## src/rtl/fetch_queue.sv

```systemverilog
// -----------------------------------------------------------------------------
// fetch_queue
//
// Instruction prefetch buffer sitting between a variable-latency instruction
// memory and the core's fetch/decode boundary. Sequential word fetches are
// issued ahead of the core as long as buffer credits allow. Returned words are
// queued in order together with their PCs. A taken branch/jump flushes the
// queue, restarts fetching at the target and throws away every response that
// was already in flight when the redirect happened.
//
// Ports
//   clk          clock, all state changes on the rising edge
//   reset        asynchronous, active-high; clears all control state
//   redirect     taken branch/jump from execute; flush and refetch
//   redirect_pc  new fetch address, valid with redirect (bits [1:0] ignored)
//   deq          core consumes the head entry this cycle
//   instr_valid  head entry present
//   instr        head instruction word (0 when empty)
//   instr_pc     PC of the head instruction (0 when empty)
//   mem_req      fetch request valid
//   mem_addr     fetch word address, 4-byte aligned
//   mem_gnt      memory accepts the request this cycle
//   mem_rvalid   response valid (in request order, >=1 cycle after grant)
//   mem_rdata    response instruction word
// -----------------------------------------------------------------------------
module fetch_queue #(
    parameter int          DEPTH    = 4,
    parameter logic [31:0] RESET_PC = 32'h0000_0000
) (
    input  logic        clk,
    input  logic        reset,
    input  logic        redirect,
    input  logic [31:0] redirect_pc,
    input  logic        deq,
    output logic        instr_valid,
    output logic [31:0] instr,
    output logic [31:0] instr_pc,
    output logic        mem_req,
    output logic [31:0] mem_addr,
    input  logic        mem_gnt,
    input  logic        mem_rvalid,
    input  logic [31:0] mem_rdata
);

    localparam int              CNT_W      = $clog2(DEPTH + 1);
    localparam int              PTR_W      = $clog2(DEPTH);
    localparam logic [CNT_W:0]  DEPTH_V    = (CNT_W + 1)'(DEPTH);
    localparam logic [31:0]     RESET_PC_A = RESET_PC & ~32'd3;

    // FETCH: responses are kept. DRAIN: responses belong to a flushed path.
    typedef enum logic {
        MODE_FETCH = 1'b0,
        MODE_DRAIN = 1'b1
    } mode_e;

    // ------------------------------------------------------------------
    // Control state
    // ------------------------------------------------------------------
    logic [31:0]      fetch_pc;
    logic [31:0]      resp_pc;
    logic [CNT_W-1:0] count;
    logic [CNT_W-1:0] outstanding;
    logic [CNT_W-1:0] drop;
    logic [PTR_W-1:0] rd_ptr;
    logic [PTR_W-1:0] wr_ptr;

    // Entry storage carries no reset: count gates every read of it.
    logic [31:0]      instr_mem [DEPTH];
    logic [31:0]      pc_mem    [DEPTH];

    mode_e            mode;
    logic             credit_ok;
    logic             issue;
    logic             push;
    logic             pop;
    logic [CNT_W-1:0] outstanding_nxt;

    // ------------------------------------------------------------------
    // Combinational request / response decisions
    // ------------------------------------------------------------------
    always_comb begin
        mode      = (drop != '0) ? MODE_DRAIN : MODE_FETCH;

        // Every buffered entry and every fetch in flight holds one slot, so
        // a response can never find the queue full.
        credit_ok = ({1'b0, count} + {1'b0, outstanding}) < DEPTH_V;

        mem_req   = !reset && !redirect && credit_ok;
        issue     = mem_req && mem_gnt;

        // A response arriving together with a redirect is stale by definition.
        push      = mem_rvalid && !redirect && (mode == MODE_FETCH);
        pop       = deq && !redirect && (count != '0);

        // Redirect blocks issue, so in that cycle this is just the in-flight
        // total minus whatever returns right now.
        outstanding_nxt = outstanding + CNT_W'(issue) - CNT_W'(mem_rvalid);
    end

    // ------------------------------------------------------------------
    // Control state update
    // ------------------------------------------------------------------
    always_ff @(posedge clk or posedge reset) begin
        if (reset) begin
            fetch_pc    <= RESET_PC_A;
            resp_pc     <= RESET_PC_A;
            count       <= '0;
            outstanding <= '0;
            drop        <= '0;
            rd_ptr      <= '0;
            wr_ptr      <= '0;
        end else begin
            outstanding <= outstanding_nxt;
            if (redirect) begin
                fetch_pc <= redirect_pc & ~32'd3;
                resp_pc  <= redirect_pc & ~32'd3;
                count    <= '0;
                rd_ptr   <= '0;
                wr_ptr   <= '0;
                // Everything still in flight after this cycle is stale; a
                // second redirect during DRAIN simply recounts from the total.
                drop     <= outstanding_nxt;
            end else begin
                if (issue) begin
                    fetch_pc <= fetch_pc + 32'd4;
                end
                if (push) begin
                    resp_pc <= resp_pc + 32'd4;
                    wr_ptr  <= wr_ptr + PTR_W'(1);
                end
                if (pop) begin
                    rd_ptr <= rd_ptr + PTR_W'(1);
                end
                count <= count + CNT_W'(push) - CNT_W'(pop);
                if (mem_rvalid && (mode == MODE_DRAIN)) begin
                    drop <= drop - CNT_W'(1);
                end
            end
        end
    end

    // ------------------------------------------------------------------
    // Entry storage write
    // ------------------------------------------------------------------
    always_ff @(posedge clk) begin
        if (push) begin
            instr_mem[wr_ptr] <= mem_rdata;
            pc_mem[wr_ptr]    <= resp_pc;
        end
    end

    // ------------------------------------------------------------------
    // Head-of-queue outputs
    // ------------------------------------------------------------------
    always_comb begin
        instr_valid = (count != '0);
        instr       = instr_valid ? instr_mem[rd_ptr] : 32'd0;
        instr_pc    = instr_valid ? pc_mem[rd_ptr]    : 32'd0;
        mem_addr    = fetch_pc;
    end

    // A response with nothing in flight means the memory broke the protocol.
    a_no_orphan_resp : assert property (
        @(posedge clk) disable iff (reset)
        !(mem_rvalid && (outstanding == '0))
    );

    a_credit_bound : assert property (
        @(posedge clk) disable iff (reset)
        ({1'b0, count} + {1'b0, outstanding}) <= DEPTH_V
    );

endmodule

```

## config.mk

```make
export PLATFORM = sky130hd
export DESIGN_NAME = fetch_queue
export DESIGN_NICKNAME = d
export VERILOG_FILES = /design/src/rtl/fetch_queue.sv
export SDC_FILE = /design/constraint.sdc
export NUM_CORES = 1
export LEC_CHECK = 0
export ABC_CLOCK_PERIOD_IN_PS = 8200
export BUFFER_PORTS_ARGS = -buffer_cell sky130_fd_sc_hd__buf_4
export CAP_MARGIN = 20
export CORE_MARGIN = 2
export CORE_UTILIZATION = 50
export DETAILED_ROUTE_END_ITERATION = 7
export PLACE_DENSITY = 0.73
export SYNTH_ARGS = -nofsm -noshare
export SYNTH_HDL_FRONTEND = slang
export SYNTH_SLANG_ARGS = --single-unit
export TNS_END_PERCENT = 30
```

## constraint.sdc

```tcl
create_clock -name clk -period 8.2 [get_ports clk]
set_input_delay 0.82 -clock clk [delete_from_list [all_inputs] [get_ports clk]]
set_output_delay 0.82 -clock clk [all_outputs]
set_load 0.01 [all_outputs]
```

==> After elaboration in Yosys (flattened, before gate mapping) <==
Memories as Yosys holds them, arrays and structs flattened.
Cells that the tools add are included.
{ "totals": {"reg_bits": 77, "ramBits": 256, "inputBits": 70, "out_inout_bits": 98, "wordCells": 53, "mem_count": 2} }
{ "memory_table": {"columns": ["memory", "depth", "width", "read_ports", "rd_clocked_by_memory_dff", "wr", "line_no", "source"], "rows": [
  ["instr_mem", 4, 32, 1, 0, 1, "68", "logic [31:0] instr_mem [DEPTH];"],
  ["pc_mem", 4, 32, 1, 0, 1, "69", "logic [31:0] pc_mem [DEPTH];"]
]} }
{ "classes": {"addsub": 10, "n_lt_le_gt_ge": 1, "n_mux": 16, "bitwise": 1, "reduce_logical": 16} }
{ "ops": {"columns": ["operator", "count"], "rows": [
  ["$mux 32", 6],
  ["$add 32x3->32 const B", 2],
  ["$mux 3", 3],
  ["$logic_and 1x1->1", 8],
  ["$mux 2", 4],
  ["$reduce_bool 2->1", 4],
  ["$add 3x1->3", 2],
  ["$reduce_bool 3->1", 2],
  ["$sub 3x1->3", 2],
  ["$add 2x1->2 const B", 2],
  ["$add 3x3->4", 1],
  ["$lt 4x3->1 const B", 1],
  ["$mux 1", 3],
  ["$sub 3x1->3 const B", 1],
  ["$logic_not 1->1", 2],
  ["$not 1->1", 1]
]} }

==> Logic depth before layout (Yosys ltp) <==
Gate-level depths: netlist (run 1).
{ "logic_depth": {"word_depth": 7, "mapped_depth": 13, "ltp_nobuf": 12} }

==> Worst setup path before layout (run 1) <==
No wires, ideal clock.
{ "synth_timing": {"path_type": "input to register", "startpoint": "input redirect", "endpoint": "memory instr_mem[3][0], enable pin", "arrival_time_ns": 3.005, "required_ns": 7.773, "setup_slack_ns": 4.768, "stages": 4, "cell_sequence": "clkbuf_1 > inv_2 > buf_1 > and3_1"} }
{ "synth_between": {"elab_chain_len": 5} }
{ "synth_rtl": {"columns": ["item", "line_no", "source"], "rows": [
  ["start: declaration", "32", "input logic redirect,"],
  ["$logic_not 1->1", "92", "push = mem_rvalid && !redirect && (mode == MODE_FETCH);"],
  ["$logic_and 1x1->1 (2 in a row)", "92", null],
  ["$mux 1", "146", "if (push) begin"],
  ["$mux 1 (not written as such)", "147", "instr_mem[wr_ptr] <= mem_rdata;"],
  ["end: declaration", "68", null]
]} }
No other way between the ends.

==> Worst setup path after layout (run 1) <==
{ "layout_timing": {"startpoint": "register rd_ptr[0]", "endpoint": "output instr_pc[13]"} }
{ "layout_between": {"elab_chain_len": 2} }
{ "layout_rtl": {"columns": ["item", "line_no", "source"], "rows": [
  ["start: declaration", "64", "logic [PTR_W-1:0] rd_ptr;"],
  ["start signal: assignment", "132", "rd_ptr <= rd_ptr + PTR_W'(1);"],
  ["$mem_v2 4x32", null, null],
  ["$mux 32", "158", "instr_pc = instr_valid ? pc_mem[rd_ptr] : 32'd0;"],
  ["end: declaration", "37", "output logic [31:0] instr_pc,"]
]} }
No other way between the ends.

==> run metrics, run 1 <==
outcome=complete, no violations; fraction of final layout cells sized beyond drive strength 1=29.3%; path type of the worst min-delay path=in -> async; clock-pin slew of the registers on the worst-case setup and hold paths=60 ps; endpoint class of the critical path=primary output; residual antenna-violating net count after detailed routing=0; max_slew headroom=35.1%; clock root buffer=sky130_fd_sc_hd__clkbuf_16; leakage power=5.79 nW; number of I/O pins=168; Finished Core Util=60.4%; nets@finish=1102; clock skew after layout=8.83 ps; first-pass GRT wire length=43.2 mm; startpoint of the lowest-slack register-to-register path=count[2]; power density cells=291 nW/um2; DR iter-0 viols=603; CP Max Fanout=47; footprint of the flip-flops and latches=9280 um2; Distinct cells, synth=49; global routing usage summed across all routing layers=19.5%; placeable core region=26700 um2; area of the multi-input gates=3960 um2; Horiz. Die Dim=168 um; fraction of synthesis flops using an asynchronous set or reset pin=22.7%; antenna violations before repair=0; peak clock frequency supported by timing=265 MHz; vias after detailed routing=7887; count of cells resized by post-cts repair=0; number of flip-flops and latches in the synthesized netlist=321; Routed WL=27.3 mm; final slew viol count=0; Post-route DRC=0; fraction of synthesized cell area taken by the top area cell type=55.2%; Clock Path Buffers=3; number of clock sinks=321; # Max-Cap Violations=0; average instance area after synthesis=15.9 um2; sequential fraction of the synthesis area=68.8%; Hold Violations, Final=0; Non-Filler Cell Area, Final=16100 um2; maximum number of pins on one net before global-route repair=73; count of yosys warnings during synthesis=0; number of levels in the clock H-tree=2; Post-DP HPWL=16.6 mm; RSZ-0062 raised after global routing=no; transition time of the tightest slew-check pin=974 ps; number of endpoints failing setup at the final stage=0; path type of the worst setup path=reg -> out; wire per inst=19.7 um; Arr. time, crit path=2950 ps; row cnt=60; final weighted congestion in routability-driven placement=0.890; cell taking the most area after synthesis=sky130_fd_sc_hd__edfxtp_1; setup TNS=0 ps; number of flops mapped to enable cells by yosys=248; Die Y=168 um; required time of the worst setup path=7380 ps; first-pass detailed-route iteration total=5; number of antenna repair diodes=0; instance count of the mapped netlist=850; hold-fix buffer count after cts=0; area post-placement=15000 um2; kind of launch point of the worst setup path=flop; number of buffers created by CTS=34; starting density of the core=50.4%; period utilization=46.0%; number of global-route vias before repair=8059; setup fix buffers added after clock tree synthesis=0; Top FF cell, synth=sky130_fd_sc_hd__edfxtp_1; count of input and output buffers=161; relative area change from synthesis to final layout=19.7%; highest ir drop seen on vdd=0.000167 V; TritonCTS clock tree=done; Via density=5.71; number of fill cells=2030; launch point of the worst path=rd_ptr[0]; Post-Synthesis Cell Area=13500 um2; leading post-synthesis cells by cell area=sky130_fd_sc_hd__edfxtp_1 (55%), sky130_fd_sc_hd__dfrtp_1 (14%), sky130_fd_sc_hd__mux4_2 (10%); area of the die=28300 um2; aggregate global routing overflow=0; clock network latency to the later pin of the worst-skew pair=500 ps; Final Critical Period=3770 ps
[per-stage QoR]
step	hold slack [ps]	instances	setup slack (ps)	total power, W
CTS	490	1382	4310	0.00477
global placement	534	1321	4600	0.00323
global route	497	1382	4170	0.00493
detailed placement	541	1321	4600	0.00325
floorplan	493	853	4770	0.00272
finish	482	1382	4430	0.00470
[final timing paths]
| path | slack, ps | end | depth (start not counted) |
|---|---|---|---|
| hold reg to reg | 550 | outstanding[0] | 1 |
| min in group clk | 520 | instr_mem[0][3] | 1 |
| setup reg to reg | 4820 | drop[2] | 13 |
| hold / removal | 480 | mem_addr[28] | 2 |
| max in group asynchronous | 6700 | rd_ptr[0] | 3 |
| setup / recovery | 4430 | instr_pc[13] | 4 |
[metal layers]
layer	GRT usage, %	vias up	wire (um)
met1	27.1	3967	11900
met5	0	-	0
met3	3.50	39	1730
met4	4.91	0	479
met2	32.4	296	13200
li1	-	3585	-
[worst max-delay path: stages (launching register included)]
cell                      delay (ps)
sky130_fd_sc_hd__dfrtp_4         640
sky130_fd_sc_hd__buf_4           810
sky130_fd_sc_hd__mux4_2          620
sky130_fd_sc_hd__and2_1          200
sky130_fd_sc_hd__buf_4           150
[Yosys cell counts, drive strengths merged, types with 6 or more instances]
| master | number |
|---|---|
| ha | 14 |
| o21ai | 43 |
| and3 | 11 |
| o211ai | 14 |
| buf | 17 |
| edfxtp | 248 |
| nand4 | 20 |
| nor3 | 16 |
| xnor2 | 24 |
| clkbuf | 26 |
| nand3 | 28 |
| mux4 | 62 |
| dfrtp | 73 |
| a21oi | 6 |
| nor4 | 6 |
| inv | 19 |
| o311ai | 7 |
| and2 | 66 |
| nor2 | 25 |
| xor2 | 16 |
| nand2 | 62 |
[flip-flops by register name, summed over array words and instances (netlist names)]
name         cells
drop             3
instr_mem      128
mem_addr        30
resp_pc         30
outstanding      3
wr_ptr           2
count            3
pc_mem         120
rd_ptr           2
[kinds of logic (layout without fill, tap and decap cells)]
family	after synthesis	after routing	synth area share, %
other	1	4	0.0278
xor gates and xnor gates	40	40	2.60
and+or+nand+nor	260	260	10.4
buffers and inverters	62	250	1.99
AOI/OAI and AO/OA	83	83	3.80
DFF	321	321	68.8
adders and majority gates	16	16	1.60
muxes	67	67	10.8
[cells in the final DEF, fill, tap and decap left out, drive strengths merged, types with 16 or more instances in the layout]
master | synthesis | final
and2 | 66 | 66
buf | 17 | 170
clkbuf | 26 | 43
dfrtp | 73 | 73
edfxtp | 248 | 248
inv | 19 | 22
mux4 | 62 | 62
nand2 | 62 | 62
nand3 | 28 | 28
nand4 | 20 | 20
nor2 | 25 | 25
nor3 | 16 | 16
o21ai | 43 | 43
xnor2 | 24 | 24
xor2 | 16 | 16
[layout make-up]
cell class | instances | area share (%)
multi-input cells | 470 | 24.5
flip-flops and latches | 321 | 57.5
inverters | 19 | 0.442
repair buffers | 170 | 7.91
clock buffers | 43 | 6.00
well taps | 341 | 2.64
clock inverters | 18 | 0.985
[report_power, final]
group          switching, W  internal, W  leakage [nW]
clock              0.000606     0.000906         0.546
combinational      0.000585     0.000624          2.12
sequential         0.000112      0.00186          3.13
(Power assumes the default switching activity.)
==> run 2: changes to the inputs <==
ABC_AREA = 1   (was unset)
ABC_CLOCK_PERIOD_IN_PS = 3900   (was 8200)
clock period = 3.9 ns   (was 8.2 ns; I/O delays follow)
==> run 2 against run 1 <==
  * Sequential share of layout area shrank 3.5 points
  * Largest power group unchanged
  * Critical endpoint is now instr_pc[28]
  * Highest routed layer unchanged
  * Combinational power grew 140%
  * Die area grew 7.8%
==> run metrics, run 2 <==
setup fix buffers added after clock tree synthesis=0 (unchanged); Critical Path Slowest Stage Cell=sky130_fd_sc_hd__dfrtp_4; area of the die=30500 um2 (+7.8%); crit-path most repeated cell=sky130_fd_sc_hd__buf_4; outcome=complete, no violations; Post-DP HPWL=21.9 mm (+32%); sequential fraction of the synthesis area=63.7% (-5.1 points); aggregate global routing overflow=0 (unchanged); number of endpoints failing setup at the final stage=0 (unchanged); number of instances on the worst hold path=1; Distinct cells, synth=40 (-18%); relative area change from synthesis to final layout=18.0%; TritonCTS clock tree=done; cell taking the most area after synthesis=sky130_fd_sc_hd__edfxtp_1; starting density of the core=50.7% (+0.28 points); internal power=0.00682 W (+100%); largest registers=instr_mem: 128 flops, pc_mem: 120 flops; terminus of the critical flop-to-flop path=instr_mem[1][11]; residual antenna-violating net count after detailed routing=0 (unchanged); required time of the worst setup path=3510 ps (-3870 ps); Routed WL=34.6 mm (+27%); number of levels in the clock H-tree=1 (-1); Horiz. Die Dim=175 um (+3.8%); leakage power=6.80 nW (+17%); transition time of the tightest slew-check pin=820 ps (-154 ps); net switching share of the total power=33.1% (+5.3 points); Arr. time, crit path=2770 ps (-180 ps); number of flip-flops and latches in the synthesized netlist=321 (unchanged); fraction of synthesized cell area taken by the top area cell type=51.2% (-4.1 points); final slew viol count=0 (unchanged); sink of the worst hold path=instr_mem[2][7]; number of clock sinks=321 (unchanged); cell with the most instances after synthesis=sky130_fd_sc_hd__nor2_1; leading post-synthesis cells by cell area=sky130_fd_sc_hd__edfxtp_1 (51%), sky130_fd_sc_hd__dfrtp_1 (13%), sky130_fd_sc_hd__nor2_1 (8.5%); setup slack of the worst register-to-register path=1190 ps (-3630 ps); number of I/O pins=168 (unchanged); routed length on met3=2.55 mm (+47%); register with the most flip-flops=instr_mem; first-pass detailed-route iteration total=5 (unchanged); total buffers and inverters traversed by the critical path=3 (+1); most used cells in the layout excluding fill and tap cells=sky130_fd_sc_hd__nor2_1 (324), sky130_fd_sc_hd__edfxtp_1 (248), sky130_fd_sc_hd__nand2_1 (236); first-pass GRT wire length=54.7 mm (+27%); number of global-route vias before repair=10.6k (+32%); Final Critical Period=3160 ps; CP Max Fanout=51 (+8.5%); sequential power share=42.9% (+0.8 points); number of flops mapped to enable cells by yosys=248 (unchanged); Die Y=175 um (+3.8%); Comb power frac=28.9% (+3.2 points); row cnt=62 (+3.3%); # Max-Cap Violations=0 (unchanged); top metal layer carrying routed signals=met4; nets@finish=1706 (+55%); amount of wire on met2 after detailed routing=16.8 mm (+27%); hold wc startpoint=mem_rdata[7]; Via density=5.41 (-5.2%); count of cells resized by post-cts repair=0 (unchanged); most numerous cell types in the synthesized netlist=sky130_fd_sc_hd__nor2_1 (328), sky130_fd_sc_hd__edfxtp_1 (248), sky130_fd_sc_hd__nand2_1 (236); placeable core region=28700 um2 (+7.4%); vias after detailed routing=11.0k (+39%); list of cells traversed by the critical path=inv_2, buf_4, o21ai_0, a21oi_1, buf_4; clock-pin slew of the registers on the worst-case setup and hold paths=60 ps (about the same); DR iter-0 viols=943 (+56%); biggest cell delay along the critical path=710 ps (-100 ps); most common library cell in the layout ignoring fill and taps=sky130_fd_sc_hd__nor2_1; global routing usage summed across all routing layers=22.5% (+3.0 points); antenna violations before repair=0 (unchanged); Post-route DRC=0 (unchanged); Clock Path Buffers=3 (unchanged); average instance area after synthesis=9.92 um2 (-37%); clock root buffer=sky130_fd_sc_hd__clkbuf_16; footprint of the flip-flops and latches=9280 um2 (unchanged); period utilization=81.0%; Finished Core Util=59.8% (-0.55 points); max_slew headroom=45.3% (+10 points); wire length on met1=14.5 mm (+22%); count of yosys warnings during synthesis=0 (unchanged); startpoint of the lowest-slack register-to-register path=drop[0]; maximum number of pins on one net before global-route repair=64 (-12%); CP delay by family, top=buffers and inverters; clock network latency to the later pin of the worst-skew pair=550 ps (+50 ps); path type of the worst min-delay path=in -> reg; path type of the worst setup path=reg -> out; final weighted congestion in routability-driven placement=0.930 (+4.5%); Hold Violations, Final=0 (unchanged); endpoint class of the critical path=primary output; fraction of final layout cells sized beyond drive strength 1=16.2% (-13 points); Post-Synthesis Cell Area=14600 um2 (+8.0%); instance count of the mapped netlist=1467 (+73%); fraction of synthesis flops using an asynchronous set or reset pin=22.7% (unchanged); peak clock frequency supported by timing=317 MHz; number of antenna repair diodes=0 (unchanged); power density cells=593 nW/um2 (+100%); wire per inst=17.0 um (-14%); worst-case reg-to-reg path depth=8 (-5); Top FF cell, synth=sky130_fd_sc_hd__edfxtp_1; clock share of power=28.3% (-3.9 points); clock skew after layout=9.22 ps (+0.397 ps); final hold slack=37.1 ps (-445 ps); number of fill cells=2344 (+15%); number of buffers created by CTS=31 (-8.8%); count of input and output buffers=161 (unchanged); highest ir drop seen on vdd=0.000352 V (+110%); flip-flop count of the largest register, all copies and words added=128 (unchanged); RSZ-0062 raised after global routing=no; net switching power of the design=0.00337 W (+160%); kind of launch point of the worst setup path=flop; area of the multi-input gates=4630 um2 (+17%)
run 2: cell types whose count changed after synthesis, sizes merged, moves of 17 or more:
| cell | before | now |
|---|---|---|
| a21oi | 6 | 82 |
| and2 | 66 | 1 |
| buf | 17 | 34 |
| inv | 19 | 101 |
| mux4 | 62 | 0 |
| nand2 | 62 | 244 |
| nand3 | 28 | 52 |
| nor2 | 25 | 338 |
| o21ai | 43 | 162 |
| xnor2 | 24 | 7 |
run 2: timing repair:
| action | in CTS | in global routing |
|---|---|---|
| setup endpoints to repair | 0 | 0 |
| endpoints found under the hold margin | 24 | 0 |
| hold buffers | 1 | 0 |
run 2: worst max-delay path by stage:
stage | start | to | slack (ps) | depth (start not counted)
floorplan | drop[0] | instr_mem[0][0] | -250 | 7
global placement | drop[0] | instr_mem[1][9] | 1260 | 8
detailed placement | drop[0] | instr_mem[1][9] | 1210 | 8
CTS | rd_ptr[0] | instr_pc[27] | 690 | 5
global route | rd_ptr[0] | instr_pc[27] | 570 | 5
finish | rd_ptr[0] | instr_pc[28] | 740 | 5
run 2: per-stage QoR:
step	power, W	area (um2)	worst slack, ps	instances	setup TNS, ps
final	0.0102	17200	741	2027	0
after CTS	0.0102	17200	689	2027	0
after global placement	0.00729	16200	1260	1970	0
after floorplan	0.00603	14600	-255	1470	-63210
after global routing	0.0107	17200	573	2027	0
after detailed placement	0.00737	16200	1210	1970	0
run 2: final cells by class:
class | instances | area share (%)
Clock buffer | 39 | 4.69
Tap cell | 384 | 2.80
Sequential cell | 321 | 54.0
Multi-Input combinational cell | 982 | 27.0
Timing Repair Buffer | 183 | 8.31
Inverter | 101 | 2.21
Clock inverter | 17 | 0.984
run 2: layer usage:
layer | GRT usage (%) | vias up
met5 | 0 | -
met2 | 37.7 | 426
li1 | - | 5251
met3 | 2.72 | 53
met4 | 6.56 | 0
met1 | 31.1 | 5235
run 2: logic make-up after synthesis:
family                   Yosys count  synth area share (%)
AO/OA/AOI/OAI                    272                  9.84
AND/OR/NAND/NOR                  670                  18.9
flip-flops                       321                  63.7
adder cells (fa/ha/maj)           16                  1.48
other                              1                0.0258
buffers and inverters            167                  4.80
XOR/XNOR                          20                  1.20
run 2: power by group through the flow:
stage | combinational [W] | sequential [W] | clock, W
global route | 0.00326 | 0.00441 | 0.00304
global placement | 0.00288 | 0.00441 | 0
finish | 0.00294 | 0.00437 | 0.00288
detailed placement | 0.00295 | 0.00442 | 0
floorplan | 0.00174 | 0.00429 | 0
CTS | 0.00297 | 0.00436 | 0.00292
==> run 3: changes to the inputs <==
ABC_CLOCK_PERIOD_IN_PS = 2600   (was 3900)
PLACE_DENSITY = 0.76   (was 0.73)
clock period = 2.6 ns   (was 3.9 ns; I/O delays follow)
==> run 3 against run 2 <==
  * Sequential power up 49%
  * Clock power up 63%
  * Count of clock-buffer cells in the layout up 7
  * Largest cell class unchanged
==> run metrics, run 3 (same netlist as run 2, synthesis figures left out) <==
Post-DP HPWL=22.4 mm (+2.3%); max_slew headroom=55.3% (+10 points); count of placed standard cells in the final layout, fillers left out=2072 (+2.2%); number of antenna repair diodes=0 (unchanged); CP Max Fanout=80 (+57%); count of input and output buffers=161 (unchanged); Horiz. Die Dim=175 um (unchanged); path type of the worst setup path=reg -> out; Post-route DRC=0 (unchanged); number of instances on the worst hold path=3 (+2); startpoint of the lowest-slack register-to-register path=count[1]; area post-placement=16300 um2 (+0.74%); fraction of final layout cells sized beyond drive strength 1=16.4% (+0.16 points); setup slack of the worst register-to-register path=170 ps (-1020 ps); aggregate global routing overflow=0 (unchanged); Finished Core Util=61.9% (+2.0 points); clock skew after layout=20.0 ps (+10.7 ps); area of the die=30500 um2 (unchanged); Hold Violations, Final=0 (unchanged); Final Critical Period=2480 ps; power density cells=890 nW/um2 (+50%); final hold slack=22.9 ps (-14.2 ps); final slew viol count=0 (unchanged); global routing usage summed across all routing layers=23.4% (+0.92 points); number of endpoints failing setup at the final stage=0 (unchanged); relative area change from synthesis to final layout=22.0%; path type of the worst min-delay path=in -> reg; register with the most flip-flops=instr_mem; residual antenna-violating net count after detailed routing=0 (unchanged); required time of the worst setup path=2340 ps (-1170 ps); leakage power=7.06 nW (+3.8%); Via density=5.38 (-0.53%); clock share of power=29.7% (+1.4 points); Post-Place Cells=1976 (+0.30%); DR iter-0 viols=757 (-20%); # Max-Cap Violations=0 (unchanged); internal power=0.0106 W (+55%); flip-flop count of the largest register, all copies and words added=128 (unchanged); first-pass detailed-route iteration total=5 (unchanged); transition time of the tightest slew-check pin=669 ps (-150 ps); most common library cell in the layout ignoring fill and taps=sky130_fd_sc_hd__nor2_1; most used cells in the layout excluding fill and tap cells=sky130_fd_sc_hd__nor2_1 (324), sky130_fd_sc_hd__edfxtp_1 (248), sky130_fd_sc_hd__nand2_1 (236); kind of launch point of the worst setup path=flop; worst-case reg-to-reg path depth=13 (+5); outcome=complete, no violations; number of global-route vias before repair=10.8k (+1.4%); row cnt=62 (unchanged); hold wc startpoint=redirect_pc[4]; clock root buffer=sky130_fd_sc_hd__clkbuf_16; Routed WL=35.7 mm (+3.3%); largest registers=instr_mem: 128 flops, pc_mem: 120 flops; Clock Path Buffers=3 (unchanged); period utilization=95.3%; number of clock sinks=321 (unchanged); first-pass GRT wire length=56.4 mm (+3.2%); terminus of the critical flop-to-flop path=drop[2]; Non-Filler Cell Area, Final=17800 um2 (+3.4%); antenna violations before repair=0 (unchanged); RSZ-0062 raised after global routing=no; wire per inst=17.2 um (+1.0%); number of levels in the clock H-tree=2 (+1); Die Y=175 um (unchanged); clock network latency to the later pin of the worst-skew pair=520 ps (-30 ps); Comb power frac=29.1% (+0.2 points); vias after detailed routing=11.1k (+1.7%); TritonCTS clock tree=done; maximum number of pins on one net before global-route repair=81 (+27%); highest ir drop seen on vdd=0.000535 V (+52%); total power after layout=0.0158 W (+55%); number of I/O pins=168 (unchanged); peak clock frequency supported by timing=404 MHz; nets@finish=1749 (+2.5%); final weighted congestion in routability-driven placement=0.920 (-1.1%); sequential power share=41.1% (-1.8 points); endpoint class of the critical path=primary output; sink of the worst hold path=resp_pc[4]; placeable core region=28700 um2 (unchanged); net switching power of the design=0.00523 W (+55%); net switching share of the total power=33.1% (about the same); Arr. time, crit path=2220 ps (-550 ps); starting density of the core=50.7% (unchanged); clock-pin slew of the registers on the worst-case setup and hold paths=60 ps (about the same); number of buffers created by CTS=34 (+9.7%)
==> run 3: how the worst max path moves through the flow <==
stage               cells past startpoint  slack (ps)      start               to
finish                                  5         120  rd_ptr[0]        instr[27]
detailed placement                     13         190   count[1]          drop[2]
CTS                                     5          30  rd_ptr[0]     instr_pc[13]
floorplan                               7        -520    drop[0]  instr_mem[0][0]
global route                           13           6   count[1]          drop[2]
global placement                       13         250   count[1]          drop[2]
==> run 3: critical path: stages (launching register included) <==
cell	delay (ps)
sky130_fd_sc_hd__dfrtp_4	580
sky130_fd_sc_hd__inv_4	220
sky130_fd_sc_hd__buf_12	310
sky130_fd_sc_hd__o21ai_0	170
sky130_fd_sc_hd__a21oi_1	230
sky130_fd_sc_hd__buf_4	160
==> run 3: what timing repair did <==
action / in CTS / in global routing
hold buffers: 35 / 0
buffers inserted: 0 / 0
hold endpoints to repair: 160 / 0
resized for setup: 1 / 3
setup endpoints to repair: 1 / 37
cloned: 0 / 0
==> run 3: metal layers <==
layer	vias up	GRT usage (%)	routed length [um]	share of wire, %
li1	5344	-	-	-
met1	5300	31.3	14800	42
met2	448	39.7	17700	49
met3	57	3.85	2560	7.2
met4	0	6.67	669	1.9
met5	-	0	0	0
==> run 3: final cells by class <==
cell class / count / area [um2]
Inverter: 101 / 382
Multi-Input combinational cell: 982 / 4630
Fill cell: 2221 / 10900
Tap cell: 384 / 480
Clock buffer: 46 / 937
Sequential cell: 321 / 9280
Clock inverter: 15 / 154
Timing Repair Buffer: 223 / 1890
==> run 3: power by group through the flow <==
stage	sequential (W)	combinational [W]	clock, W
6_report	0.00650	0.00461	0.00470
4_1_cts	0.00648	0.00461	0.00478
3_3_place_gp	0.00655	0.00443	0
3_5_place_dp	0.00658	0.00454	0
5_1_grt	0.00655	0.00509	0.00500
2_1_floorplan	0.00643	0.00261	0
==> run 3: metrics by stage <==
stage	TNS, ps	setup WS [ps]
after floorplan	-129960	-524
after global placement	0	253
after detailed placement	0	191
after CTS	0	33.6
after global routing	0	5.83
final	0	122
